[src/rtl/serial_adder_disp.sv]
// serial_adder_disp: debounced key-entry bit-serial adder with muxed hex display (SERIAL_ADDER_SUB_EN adds op_sub)
module serial_adder_disp #(
  parameter int WIDTH = 8,
  parameter int DB_CYCLES = 50000,
  parameter int SCAN_DIV = 1000
) (
  input  logic             clk,
  input  logic             rst,
  input  logic             key_load_n,
  input  logic             key_calc_n,
  input  logic             key_clr_n,
`ifdef SERIAL_ADDER_SUB_EN
  input  logic             op_sub,
`endif
  input  logic [WIDTH-1:0] data_in,
  output logic [WIDTH-1:0] sum,
  output logic             cout,
  output logic             busy,
  output logic             done,
  output logic [8:0]       seg_out,
  output logic [WIDTH/4:0] dig_sel
);
  localparam int NDIG = WIDTH / 4 + 1;
  localparam int DW = $clog2(DB_CYCLES);
  localparam int BW = $clog2(WIDTH);
  localparam int SW = $clog2(SCAN_DIV + 1);
  localparam int IW = $clog2(NDIG);
  localparam logic [6:0] FONT [16] = '{7'h3f, 7'h06, 7'h5b, 7'h4f, 7'h66, 7'h6d, 7'h7d, 7'h07,
                                       7'h7f, 7'h6f, 7'h77, 7'h7c, 7'h39, 7'h5e, 7'h79, 7'h71};
  typedef enum logic [1:0] {IDLE, CALC, RESULT} state_t;
  state_t state, nxt;
  logic [2:0] raw, stab, ev;
  logic [DW-1:0] dcnt [3];
  logic ev_load, ev_calc, ev_clr;
  logic [WIDTH-1:0] opa, opb, ra, rb, res;
  logic [WIDTH:0] disp_val;
  logic [4*NDIG-1:0] dv;
  logic [BW-1:0] bcnt;
  logic [SW-1:0] scnt;
  logic [IW-1:0] idx;
  logic c, s, cn, tog, last, sub;
`ifdef SERIAL_ADDER_SUB_EN
  assign sub = op_sub;
`else
  assign sub = 1'b0;
`endif
  assign raw = {key_clr_n, key_calc_n, key_load_n};
  assign {ev_clr, ev_calc, ev_load} = ev;
  // stable level is 1 when released; an event fires only on the settle-to-pressed flip
  always_ff @(posedge clk) begin
    for (int i = 0; i < 3; i++) begin
      if (rst) begin
        stab[i] <= 1'b1;
        ev[i] <= 1'b0;
        dcnt[i] <= '0;
      end else begin
        ev[i] <= 1'b0;
        if (raw[i] != stab[i]) begin
          if (dcnt[i] == DW'(DB_CYCLES - 1)) begin
            stab[i] <= raw[i];
            ev[i] <= ~raw[i];
            dcnt[i] <= '0;
          end else
            dcnt[i] <= dcnt[i] + 1'b1;
        end else
          dcnt[i] <= '0;
      end
    end
  end
  assign s = ra[0] ^ rb[0] ^ c;
  assign cn = (ra[0] & rb[0]) | (c & (ra[0] ^ rb[0]));
  assign last = bcnt == BW'(WIDTH - 1);
  always_comb
    nxt = ev_clr ? IDLE : state == CALC ? (last ? RESULT : CALC) :
          ev_calc ? CALC : ev_load ? IDLE : state;
  always_ff @(posedge clk) state <= rst ? IDLE : nxt;
  always_ff @(posedge clk) begin
    if (rst) begin
      {opa, opb, ra, rb, res, sum, disp_val, bcnt} <= '0;
      {c, cout, busy, done, tog} <= '0;
    end else begin
      done <= 1'b0;
      if (ev_clr) begin
        {opa, opb, sum, disp_val} <= '0;
        {cout, tog, busy} <= '0;
      end else if (state == CALC) begin
        ra <= ra >> 1;
        rb <= rb >> 1;
        c <= cn;
        res <= {s, res[WIDTH-1:1]};
        bcnt <= bcnt + 1'b1;
        if (last) begin
          sum <= {s, res[WIDTH-1:1]};
          cout <= cn;
          disp_val <= {cn, s, res[WIDTH-1:1]};
          done <= 1'b1;
          busy <= 1'b0;
        end
      end else if (ev_calc) begin
        ra <= opa;
        rb <= sub ? ~opb : opb;
        c <= sub;
        bcnt <= '0;
        busy <= 1'b1;
      end else if (ev_load) begin
        if (tog) opb <= data_in;
        else opa <= data_in;
        disp_val <= {1'b0, data_in};
        tog <= ~tog;
      end
    end
  end
  always_ff @(posedge clk) begin
    if (rst) begin
      scnt <= '0;
      idx <= '0;
    end else if (scnt == SW'(SCAN_DIV - 1)) begin
      scnt <= '0;
      idx <= idx == IW'(NDIG - 1) ? '0 : idx + 1'b1;
    end else
      scnt <= scnt + 1'b1;
  end
  assign dv = {3'b000, disp_val};
  assign dig_sel = NDIG'(1) << idx;
  assign seg_out = {2'b00, FONT[dv[4*idx +: 4]]};
endmodule

[config.mk]
export PLATFORM = sky130hd
export DESIGN_NAME = serial_adder_disp
export DESIGN_NICKNAME = d
export VERILOG_FILES = /design/src/rtl/serial_adder_disp.sv
export SDC_FILE = /design/constraint.sdc
export NUM_CORES = 1
export LEC_CHECK = 0
export ABC_CLOCK_PERIOD_IN_PS = 3760
export BUFFER_PORTS_ARGS = -buffer_cell sky130_fd_sc_hd__buf_4
export CELL_PAD_IN_SITES_DETAIL_PLACEMENT = 0
export CELL_PAD_IN_SITES_GLOBAL_PLACEMENT = 2
export CORE_MARGIN = 4
export CORE_UTILIZATION = 42
export CTS_CLUSTER_SIZE = 40
export DETAILED_ROUTE_END_ITERATION = 7
export PLACE_DENSITY_LB_ADDON = 0.05
export SYNTH_ARGS = -nofsm -noshare
export SYNTH_HDL_FRONTEND = slang
export SYNTH_SLANG_ARGS = --single-unit
[constraint.sdc]
create_clock -name clk -period 3.76 [get_ports clk]
set_input_delay 0 -clock clk [delete_from_list [all_inputs] [get_ports clk]]
set_output_delay 0 -clock clk [all_outputs]
set_load 0.005 [all_outputs]
==> Word level (Yosys, flattened, before mapping) <==
Memory sizes are Yosys's and may differ from the RTL's.
Index checks and enable logic that the tools add are counted.
{ "totals": {"ram_bits": 48, "output_inout_bits": 23, "mem_bits_ro": 112, "reg_bits": 85, "inputBits": 13, "n_memories": 2, "elab_cells": 160} }
{ "mem_list": {"columns": ["memory", "depth", "word_bits", "read_ports", "rd_clocked_by_memory_dff", "wr", "line_no", "rtl"], "rows": [
  ["(no name shown)", 16, 7, 1, 0, 0, "125", "assign seg_out = {2'b00, FONT[dv[4*idx +: 4]]};"],
  ["dcnt", 3, 16, 3, 0, 3, "33", "logic [DW-1:0] dcnt [3];"]
]} }
{ "classes": {"eq_ne": 12, "bitwise": 28, "shift": 2, "order_cmp": 1, "addsub": 6, "reduce_logical": 20, "muxes": 67} }
{ "op_table": {"columns": ["operator", "count"], "rows": [
  ["$mux 16", 9],
  ["$add 16x1->16 const B", 3],
  ["$eq 16x16->1 const B", 3],
  ["$mux 1", 41],
  ["$mux 9", 4],
  ["$mux 8", 4],
  ["$mux 7", 2],
  ["$reduce_and 2->1", 7],
  ["$not 1->1", 13],
  ["$reduce_or 3->1", 4],
  ["$shiftx 12x5->4", 1],
  ["$add 10x1->10 const B", 1],
  ["$eq 10x10->1 const B", 1],
  ["$mux 2", 5],
  ["$or 1x1->1", 10],
  ["$reduce_and 4->1", 2],
  ["$mux 3", 2],
  ["$reduce_and 3->1", 2],
  ["$ge 5x5->1 const B", 1],
  ["$not 4->5", 1],
  ["$reduce_bool 2->1", 2],
  ["$reduce_or 2->1", 2],
  ["$add 3x1->3 const B", 1],
  ["$eq 3x3->1 const B", 1],
  ["10 further kinds", 14]
]} }

==> Longest topological paths before layout <==
Gate-level depths: netlist of the first run.
An unclocked memory read counts as a cell.
{ "logic_depth": {"ltp_word": 9, "ltp_mapped": 8, "ltp_nobuf": 7} }

==> Worst setup path after synthesis of the first run <==
Ideal clock, no wire load.
{ "synth_path": {"kind": "flip-flop to output port", "from": "reg idx[1]", "to": "out seg_out[3]", "arrival_time_ps": 1996, "slack_ps": 1764, "path_buffers": 1, "t_required_ps": 3760, "stages_incl_launch_ff": 9, "path_cell_list": "dfxtp_1 > clkbuf_1 > mux2i_1 > nor2_1 > a21oi_1 > inv_1 > ha_1 > mux4_2 > inv_1"} }
{ "synth_via": {"elab_chain_cells": 5} }
{ "synth_rtl": {"columns": ["item", "line_no", "rtl"], "rows": [
  ["start, declared", "40", "logic [IW-1:0] idx;"],
  ["start signal, assigned", "119", "idx <= idx == IW'(NDIG - 1) ? '0 : idx + 1'b1;"],
  ["$shiftx 12x5->4", "125", null],
  ["$not 4->5 (not written as such)", "125", null],
  ["$mem_v2 16x7", null, null],
  ["$mux 7 (not written as such) (2 in a row)", "125", null],
  ["end, declared", "20", "output logic [8:0] seg_out,"]
]} }
No other way between the ends. The select of a mux whose other input is x is not followed.

==> Final worst setup path of the first run <==
Ends and elaborated chain as after synthesis.

==> metrics.yaml, run 1 <==
synthesis:
  synth_warnings: 0
  yosys_most_used_dff: "dfxtp_1"
  synth.top_cell.area_share_pct: 27.0
  synthTopCellsByCount: "128 x nor2_1, 84 x dfxtp_1, 84 x nand2_1"
  synth.yosys.seq_area_share_pct: 50.2
  synth_edf_count: 48
  synth_cell_type_count: 47
  synthArstFlopShare_pct: 0
  synth.most_common_cell: "nor2_1"
  yosys-top-cells-area: "dfxtp_1 27%, edfxtp_1 23%, nor2_1 7.7%, xnor2_1 6.5%, nand2_1 5.1%"
  syn_area_sq_um: 6220
  avgSynthCellArea_sq_um: 9.42
  ys_seq_elements: 132
  synthCells: 660
  yosysTopAreaCell: "dfxtp_1"
worst_hold_path:
  hp-class: "input port to register"
placement:
  place_ws_ps: 1570
  io_buffers: 33
  dp_cells: 897
  placed_cell_area_sq_um: 6750
  dpl.hpwl_mm: 8.93
  gp_congestion: 0.839
critical_path:
  cp.required_ps: 3760
  rrSetupSlack_ps: 1520
  critPathLaunchType: "register"
  cpPeakStageDelay_ps: 500
  cp_slowest_cell: "dfxtp_1"
  end_kind: "output pin"
  crit_arrival_ps: 2590
  crit_chain: "mux2i_1, nor2_1, a21oi_1, inv_1, ha_1, mux4_2, inv_1, buf_4"
  criticalPathCategory: "register to output pin"
  worst_path_most_repeated_cell: "inv_1"
  cp_max_fo: 11
die:
  die_w_um: 130
  rows: 44
  io_pins: 36
  dieHeight_um: 130
  core_area_sq_um: 14500
  initial_core_util_pct: 42.8
  die-area_sq_um: 16800
clocking:
  cts_tree: "done"
  clkSlewWorstSetupHoldPaths_ps: 50
  worstSkewPairLatency_ps: 410
  cts_hold_buf: 11
  post-cts-setup-buffers: 0
  cts_root_buffer: "clkbuf_16"
  numCtsBuffers: 17
  htreeDepth: 4
  ctsResizeCount: 0
  cts_sinks: 132
  cts_buffer_depth: 2
sta:
  period_minus_slack_ps: 2590
  worst_pin_slew_ps: 1250
  slew_headroom_pct: 16.9
  rsz0062_at_grt: "false"
  fin_skew_ps: 6.39
  setup_tns_ps: 0
  final_hold_viol_count: 0
  setup_viol: 0
  fin_ws_ps: 1170
  slew_violations: 0
  fmax_mhz: 386
  fin_crit_sh_pct: 68.9
  whs_ps: 47.8
power:
  peakVddDrop_uv: 319
  p_leak_nw: 2.64
  power_mw: 3.16
  power_density_nw_per_um2: 427
finish:
  antenna_cells: 0
  final_core_util_pct: 50.9
  stdcell_count: 940
  stdcell_area_sq_um: 7400
  syn_to_final_growth_pct: 19.0
  finalNetCount: 770
  drive_gt1_share_pct: 9.79
outcome:
  status: "finished, final reports clean"
routing:
  wl_per_cell_um: 13.8
  drtAntennaViolNets: 0
  drtIter0Drc: 236
  drc: 0
  vias: 4689
  drt-pass1-iter-count: 4
  detail_route.vias_per_cell: 4.99
  routed_wl_mm: 12.9
global_route:
  grt-ovfl-total: 0
  globalRouteTotalUtil_pct: 16.5
  grt_pass1_vias: 4582
  antenna_found_initial: 0
  grt_max_degree: 45
  grt_pass1_wl_mm: 22.1
job:
  cap_violations: 0
## cell type report
cell class | instances | area [sq um]
clock buffers | 28 | 517
clock inverters | 4 | 22.5
fillers | 1428 | 7130
inverters | 22 | 82.6
multi-input cells | 524 | 3050
flip-flops and latches | 132 | 3120
well taps | 184 | 230
repair buffers | 46 | 373
## sequential cells by signal, indices dropped and copies added (netlist names), 8 cells and up
name and count:
dcnt 48, disp_val 9, opa 8, opb 8
ra 8, rb 8, scnt 10, sum 8
## worst max-delay path: cells and delay by family (launching register included)
| kind | cells | cell delay, ps |
|---|---|---|
| compound gates | 1 | 350 |
| fa+ha+maj | 1 | 260 |
| simple gates | 1 | 60 |
| buf+inv | 3 | 320 |
| flops | 1 | 500 |
| mux | 2 | 700 |
## cells in the final DEF, fill, tap and decap left out, types with 2 or more instances in the layout
master	n
nor2_1	128
nand2_1	84
dfxtp_1	84
conb_1	50
edfxtp_1	48
xnor2_1	46
buf_4	35
nand3_1	22
inv_1	22
mux2i_1	22
a311oi_1	21
nor3_1	21
a21oi_1	20
clkbuf_16	17
nand4_1	13
ha_1	13
nor4_1	11
dlygate4sd3_1	11
xor2_1	9
and3_1	6
a22oi_1	6
nor4bb_1	6
nor4b_1	6
clkbuf_1	6
a211oi_1	5
clkbuf_8	5
nand2b_1	4
or2_2	3
a211o_1	3
clkinv_2	3
nor2b_1	2
mux2_2	2
a31oi_1	2
o21ai_0	2
and2_1	2
## path summary, 6_finish.rpt
path | startpoint | end | depth (start not counted)
max reg2reg | ev[1]$_SDFF_PP0_ | rb[0]$_SDFFE_PP0P_ | 4
min | rst | idx[1]$_SDFFE_PP0N_ | 2
max | idx[1]$_SDFFE_PP0N_ | seg_out[3] | 8
min reg2reg | scnt[0]$_SDFF_PP0_ | scnt[0]$_SDFF_PP0_ | 1
## power by group
| part | internal [mW] | total, mW | switching, mW |
|---|---|---|---|
| Combinational | 0.0494 | 0.115 | 0.0659 |
| Clock | 0.928 | 1.49 | 0.565 |
| Sequential | 1.52 | 1.55 | 0.0341 |
## cell families (layout without fill, tap and decap cells)
group | count (synthesis) | in the layout | synth area share [%]
buf+inv | 52 | 100 | 3.72
mux | 25 | 25 | 4.26
xor+xnor | 55 | 55 | 7.75
fa+ha+maj | 14 | 14 | 2.94
flops | 132 | 132 | 50.2
other cells | 2 | 50 | 0.121
simple gates | 315 | 315 | 23.4
compound gates | 65 | 65 | 7.62
## per-layer routing
layer | up-vias | part of all wire, % | GRT usage [%]
met5 | - | 0 | 0
met4 | 0 | 0.80 | 4.22
met3 | 11 | 3.4 | 4.34
met2 | 69 | 47 | 26.4
met1 | 2194 | 48 | 22.3
li1 | 2415 | - | -
(Power assumes the default switching activity.)
==> run 2, diff against run 1 <==
ABC_CLOCK_PERIOD_IN_PS = 2300   (was 3760)
CORE_UTILIZATION = 35   (was 42)
clock period = 2.3 ns   (was 3.76 ns; I/O delays follow)
==> run 2 against run 1 <==
Register-to-register slack got worse by 1100 ps. Setup slack worse by 1100 ps. Largest cell class unchanged. Non-clock buffer count is 15 higher. First-iteration DRC count decreased by 8.1%. Largest power group is now the clock network. Critical path depth stayed put. Design area rose by 3.1%. Routed wire length increased by 4.4%. Via count is 0.90% higher. Final cell count is 5.9% higher.
==> metrics.yaml, run 2 (synthesized netlist as in run 1, its figures left out) <==
outcome:
  status: "finished, final reports clean"
placement:
  placed_cell_area_sq_um: 6880  # +2.0%
  dpl.hpwl_mm: 9.53  # +6.7%
  dp_cells: 949  # +5.8%
  io_buffers: 33  # unchanged
  gp_congestion: 0.789  # -5.9%
clocking:
  clkSlewWorstSetupHoldPaths_ps: 60  # about the same
  worstSkewPairLatency_ps: 410  # about the same
  htreeDepth: 4  # unchanged
  cts_sinks: 132  # unchanged
  numCtsBuffers: 17  # unchanged
  cts_buffer_depth: 2  # unchanged
  cts_tree: "done"
  cts_root_buffer: "clkbuf_16"
sta:
  period_minus_slack_ps: 2190
  setup_tns_ps: 0  # unchanged
  slew_headroom_pct: 61.2  # +44 points
  worst_pin_slew_ps: 581  # -665 ps
  final_hold_viol_count: 0  # unchanged
  fin_crit_sh_pct: 95.4
  fin_skew_ps: 7.84  # +1.44 ps
  slew_violations: 0  # unchanged
  fmax_mhz: 456
  setup_viol: 0  # unchanged
die:
  io_pins: 36  # unchanged
  initial_core_util_pct: 35.8  # -7.0 points
  dieHeight_um: 141  # +9.0%
  die_w_um: 141  # +9.0%
  die-area_sq_um: 20000  # +19%
  core_area_sq_um: 17400  # +19%
  rows: 48  # +9.1%
critical_path:
  critPathLaunchType: "register"
  cp_max_fo: 8  # -3
  criticalPathCategory: "register to output pin"
  ff2ff_path_depth: 4  # unchanged
  cp.required_ps: 2300  # -1460 ps
  crit_arrival_ps: 2190  # -400 ps
  end_kind: "output pin"
routing:
  detail_route.vias_per_cell: 4.75  # -4.7%
  routed_wl_mm: 13.5  # +4.4%
  wl_per_cell_um: 13.6  # -1.4%
  drc: 0  # unchanged
  drtIter0Drc: 217  # -8.1%
  vias: 4731  # +0.90%
  drtAntennaViolNets: 0  # unchanged
  drt-pass1-iter-count: 4  # unchanged
global_route:
  grt_pass1_wl_mm: 23.0  # +4.0%
  met2_usage_pct: 23.0  # -3.5 points
  grt_max_degree: 33  # -27%
  globalRouteTotalUtil_pct: 14.3  # -2.2 points
  grt_pass1_vias: 4642  # +1.3%
  use_met1_pct: 19.0  # -3.3 points
  antenna_found_initial: 0  # unchanged
  grt-ovfl-total: 0  # unchanged
  busiest_layer: "met2"
  grtUsageMet3_pct: 3.84  # -0.50 points
finish:
  stdcell_area_sq_um: 7630  # +3.1%
  final_common_cell: "nor2_1"
  top_regs: "dcnt x48, scnt x10, disp_val x9"
  syn_to_final_growth_pct: 22.6
  stdcell_count: 995  # +5.9%
  largest_register_ffs: 48  # unchanged
  finalNetCount: 785  # +1.9%
  antenna_cells: 0  # unchanged
  final_cell_mix: "127 x nor2_1, 84 x nand2_1, 82 x dfxtp_1"
  largest_register: "dcnt"
  drive_gt1_share_pct: 12.1  # +2.3 points
power:
  power_mw: 5.41  # +71%
  peakVddDrop_uv: 512  # +60%
  power_density_nw_per_um2: 710  # +66%
  p_leak_nw: 2.74  # +3.7%
worst_hold_path:
  hold_depth: 3  # +1
  hp-class: "input port to register"
job:
  cap_violations: 0  # unchanged
run 2: routing by layer:
metal	wire length, um	up-vias
met5	0	-
met4	114	0
met3	492	5
met2	6290	62
met1	6620	2219
li1	-	2445
run 2: power breakdown:
group | internal [mW] | total, mW | switching [mW]
Clock | 1.74 | 2.69 | 0.945
Combinational | 0.0865 | 0.196 | 0.110
Sequential | 2.48 | 2.53 | 0.0555
Total | 4.30 | 5.41 | 1.11
run 2: final timing paths:
check	from	to	slack, ps
worst max-delay path	idx[0]$_SDFFE_PP0N_	seg_out[3]	110
worst min-delay path	key_clr_n	ev[2]$_SDFF_PP0_	340
worst max register to register	dcnt[1][11]$_SDFFCE_PP0P_	dcnt[1][12]$_SDFFCE_PP0P_	400
worst min register to register	scnt[0]$_SDFF_PP0_	scnt[0]$_SDFF_PP0_	450
run 2: worst max-delay path, stage by stage, from the launching register on:
cell and delay (ps):
dfxtp_4 390, nor2b_2 220, a21oi_2 90, buf_4 150
ha_1 290, inv_1 40, mux4_2 440, inv_1 60
buf_4 100
run 2: repair_timing:
| action | 4_1_cts | 5_1_grt |
|---|---|---|
| endpoints found under the setup margin | 5 | 5 |
| gates resized for setup | 4 | 4 |
| pin swaps | 0 | 1 |
| hold buffers | 12 | 0 |
| setup buffers | 0 | 3 |
| endpoints found under the hold margin | 35 | 0 |
| cloned | 0 | 0 |
run 2: metrics by stage:
| stage | setup slack (ps) | util [%] | hold slack [ps] |
|---|---|---|---|
| detailed placement | 305 | 39.7 | 206 |
| finish | 106 | 43.9 | 336 |
| floorplan | 304 | - | 76.7 |
| global route | -17.0 | 43.9 | 330 |
| CTS | 1.28 | 43.8 | 316 |
| global placement | 355 | 39.7 | 205 |
run 2: final cells by class:
class	count	area (sq um)
clock inverter	4	70.1
timing repair buffer	61	488
tap	225	282
fill	1718	9730
inverter	22	82.6
multi-input combinational	524	3060
clock buffer	27	514
sequential	132	3130
==> run 3, diff against run 2 <==
CORE_UTILIZATION = 30   (was 35)
==> run 3 against run 2 <==
Non-clock buffer count is 3 higher. Global-route usage is 1.7 points lower. Clock power is 9.7% higher. Final cell count is 4.9% higher. Largest power group unchanged.
==> metrics.yaml, run 3 (synthesized netlist as in run 1, its figures left out) <==
finish:
  finalNetCount: 788  # +0.38%
  nFillCells: 2138  # +24%
  largest_register: "dcnt"
  top_regs: "dcnt x48, scnt x10, disp_val x9"
  largest_register_ffs: 48  # unchanged
  seq_area_sq_um: 3130  # about the same
  antenna_cells: 0  # unchanged
  multi_input_area_sq_um: 3080  # +0.74%
  stdcell_count: 1044  # +4.9%
  drive_gt1_share_pct: 13.6  # +1.5 points
  final_cell_mix: "127 x nor2_1, 84 x nand2_1, 82 x dfxtp_1"
  syn_to_final_growth_pct: 25.4
  final_core_util_pct: 38.4  # -5.5 points
  final_common_cell: "nor2_1"
critical_path:
  cpPeakStageDelay_ps: 440  # about the same
  cp_max_fo: 7  # -1
  crit_arrival_ps: 2190  # about the same
  cp.required_ps: 2300  # about the same
  end_kind: "output pin"
  critPathLaunchType: "register"
  worst_path_most_repeated_cell: "buf_4"
  crit_chain: "buf_4, nor2b_4, a21oi_2, buf_4, ha_4, inv_1, mux4_2, inv_1, buf_4"
  criticalPathCategory: "register to output pin"
  cp_slowest_cell: "mux4_2"
power:
  combPwrFrac_pct: 3.5  # about the same
  peakVddDrop_uv: 375  # -27%
  intPower_mw: 4.44  # +3.1%
  swShare_pct: 22.0  # +1.4 points
  power_frac_seq_pct: 44.5  # -2.3 points
  power_density_nw_per_um2: 729  # +2.7%
  pwr-share-clk_pct: 51.9  # +2.3 points
  p_leak_nw: 2.78  # +1.6%
  power_mw: 5.68  # +5.0%
  p_sw_mw: 1.25  # +12%
sta:
  fmax_mhz: 457  # +0.21%
  slew_violations: 0  # unchanged
  fin_crit_sh_pct: 95.2  # -0.20 points
  final_hold_viol_count: 0  # unchanged
  fin_skew_ps: 9.58  # +1.74 ps
  setup_viol: 0  # unchanged
  setup_tns_ps: 0  # unchanged
  worst_pin_slew_ps: 593  # +12.0 ps
  period_minus_slack_ps: 2190  # -4.65 ps
  fin_ws_ps: 111  # +4.65 ps
  slew_headroom_pct: 60.4  # -0.80 points
global_route:
  antenna_found_initial: 0  # unchanged
  grt-ovfl-total: 0  # unchanged
  globalRouteTotalUtil_pct: 12.6  # -1.7 points
  grt_pass1_wl_mm: 24.0  # +4.4%
  grt_pass1_vias: 4641  # -0.022%
  grt_max_degree: 30  # -9.1%
placement:
  place_ws_ps: 316  # +10.9 ps
  dpl.hpwl_mm: 10.0  # +5.4%
  gp_congestion: 0.755  # -4.3%
  dp_cells: 996  # +5.0%
  io_buffers: 33  # unchanged
die:
  rows: 52  # +8.3%
  dieHeight_um: 152  # +7.6%
  io_pins: 36  # unchanged
  die_w_um: 152  # +7.6%
  core_area_sq_um: 20300  # +17%
  die-area_sq_um: 23100  # +16%
  initial_core_util_pct: 30.6  # -5.2 points
routing:
  routed_wl_mm: 14.3  # +6.2%
  drc: 0  # unchanged
  drtIter0Drc: 216  # -0.46%
  wl_per_cell_um: 13.7  # +1.2%
  vias: 4703  # -0.59%
  drtAntennaViolNets: 0  # unchanged
  detail_route.vias_per_cell: 4.50  # -5.3%
  drt-pass1-iter-count: 4  # unchanged
clocking:
  htreeDepth: 4  # unchanged
  clkSlewWorstSetupHoldPaths_ps: 60  # about the same
  worstSkewPairLatency_ps: 410  # about the same
  cts_tree: "done"
  cts_sinks: 132  # unchanged
  numCtsBuffers: 17  # unchanged
  cts_root_buffer: "clkbuf_16"
  cts_buffer_depth: 2  # unchanged
outcome:
  status: "finished, final reports clean"
job:
  cap_violations: 0  # unchanged
worst_hold_path:
  hp-class: "input port to register"
## run 3: worst max-delay path, delay by kind of cell, from the launching register on
| kind | cells | cell delay [ps] |
|---|---|---|
| fa+ha+maj | 1 | 260 |
| mux | 1 | 440 |
| simple gates | 1 | 140 |
| compound gates | 1 | 80 |
| buf+inv | 5 | 500 |
| flops | 1 | 370 |
## run 3: area by class of cell
type | count | area share, %
timing repair buffer | 64 | 6.55
clock inverter | 11 | 1.67
inverter | 22 | 1.06
multi-input combinational | 524 | 39.5
clock buffer | 21 | 6.74
tap | 270 | 4.33
sequential | 132 | 40.1
## run 3: layer usage
layer / vias to the layer above / global-route usage (%) / share of wire (%)
met4: 0 / 3.77 / 1.2
met5: - / 0 / 0
met1: 2199 / 17.0 / 50
met3: 12 / 3.04 / 2.1
met2: 47 / 20.1 / 46
li1: 2445 / - / -
## run 3: power by group through the flow
stage / clock network, mW / registers (mW) / logic (mW)
after global placement: 0 / 2.58 / 0.185
after floorplan: 0 / 2.57 / 0.130
after global routing: 3.16 / 2.54 / 0.231
after detailed placement: 0 / 2.58 / 0.186
after CTS: 3.05 / 2.53 / 0.204
final: 2.95 / 2.53 / 0.201
## run 3: timing repair
action | CTS | global route
hold endpoints to repair | 42 | 0
hold buffers | 12 | 0
endpoints found under the setup margin | 5 | 5
setup buffers | 0 | 4
resized for setup | 5 | 5
pin swaps | 0 | 2
gates cloned | 0 | 0
## run 3: final timing paths
path	from	to	slack, ps	cells past startpoint
hold reg to reg	scnt[0]$_SDFF_PP0_	scnt[0]$_SDFF_PP0_	450	1
setup reg to reg	dcnt[2][0]$_SDFFCE_PP0P_	dcnt[2][9]$_SDFFCE_PP0P_	430	6
setup / recovery	idx[1]$_SDFFE_PP0N_	seg_out[3]	110	9
hold / removal	key_clr_n	ev[2]$_SDFF_PP0_	330	3
## run 3: metrics by stage
stage | instance area [sq um] | hold WS [ps]
floorplan | 6400 | 76.7
global placement | 6960 | 210
detailed placement | 6960 | 209
CTS | 7740 | 320
global route | 7800 | 331
finish | 7800 | 329
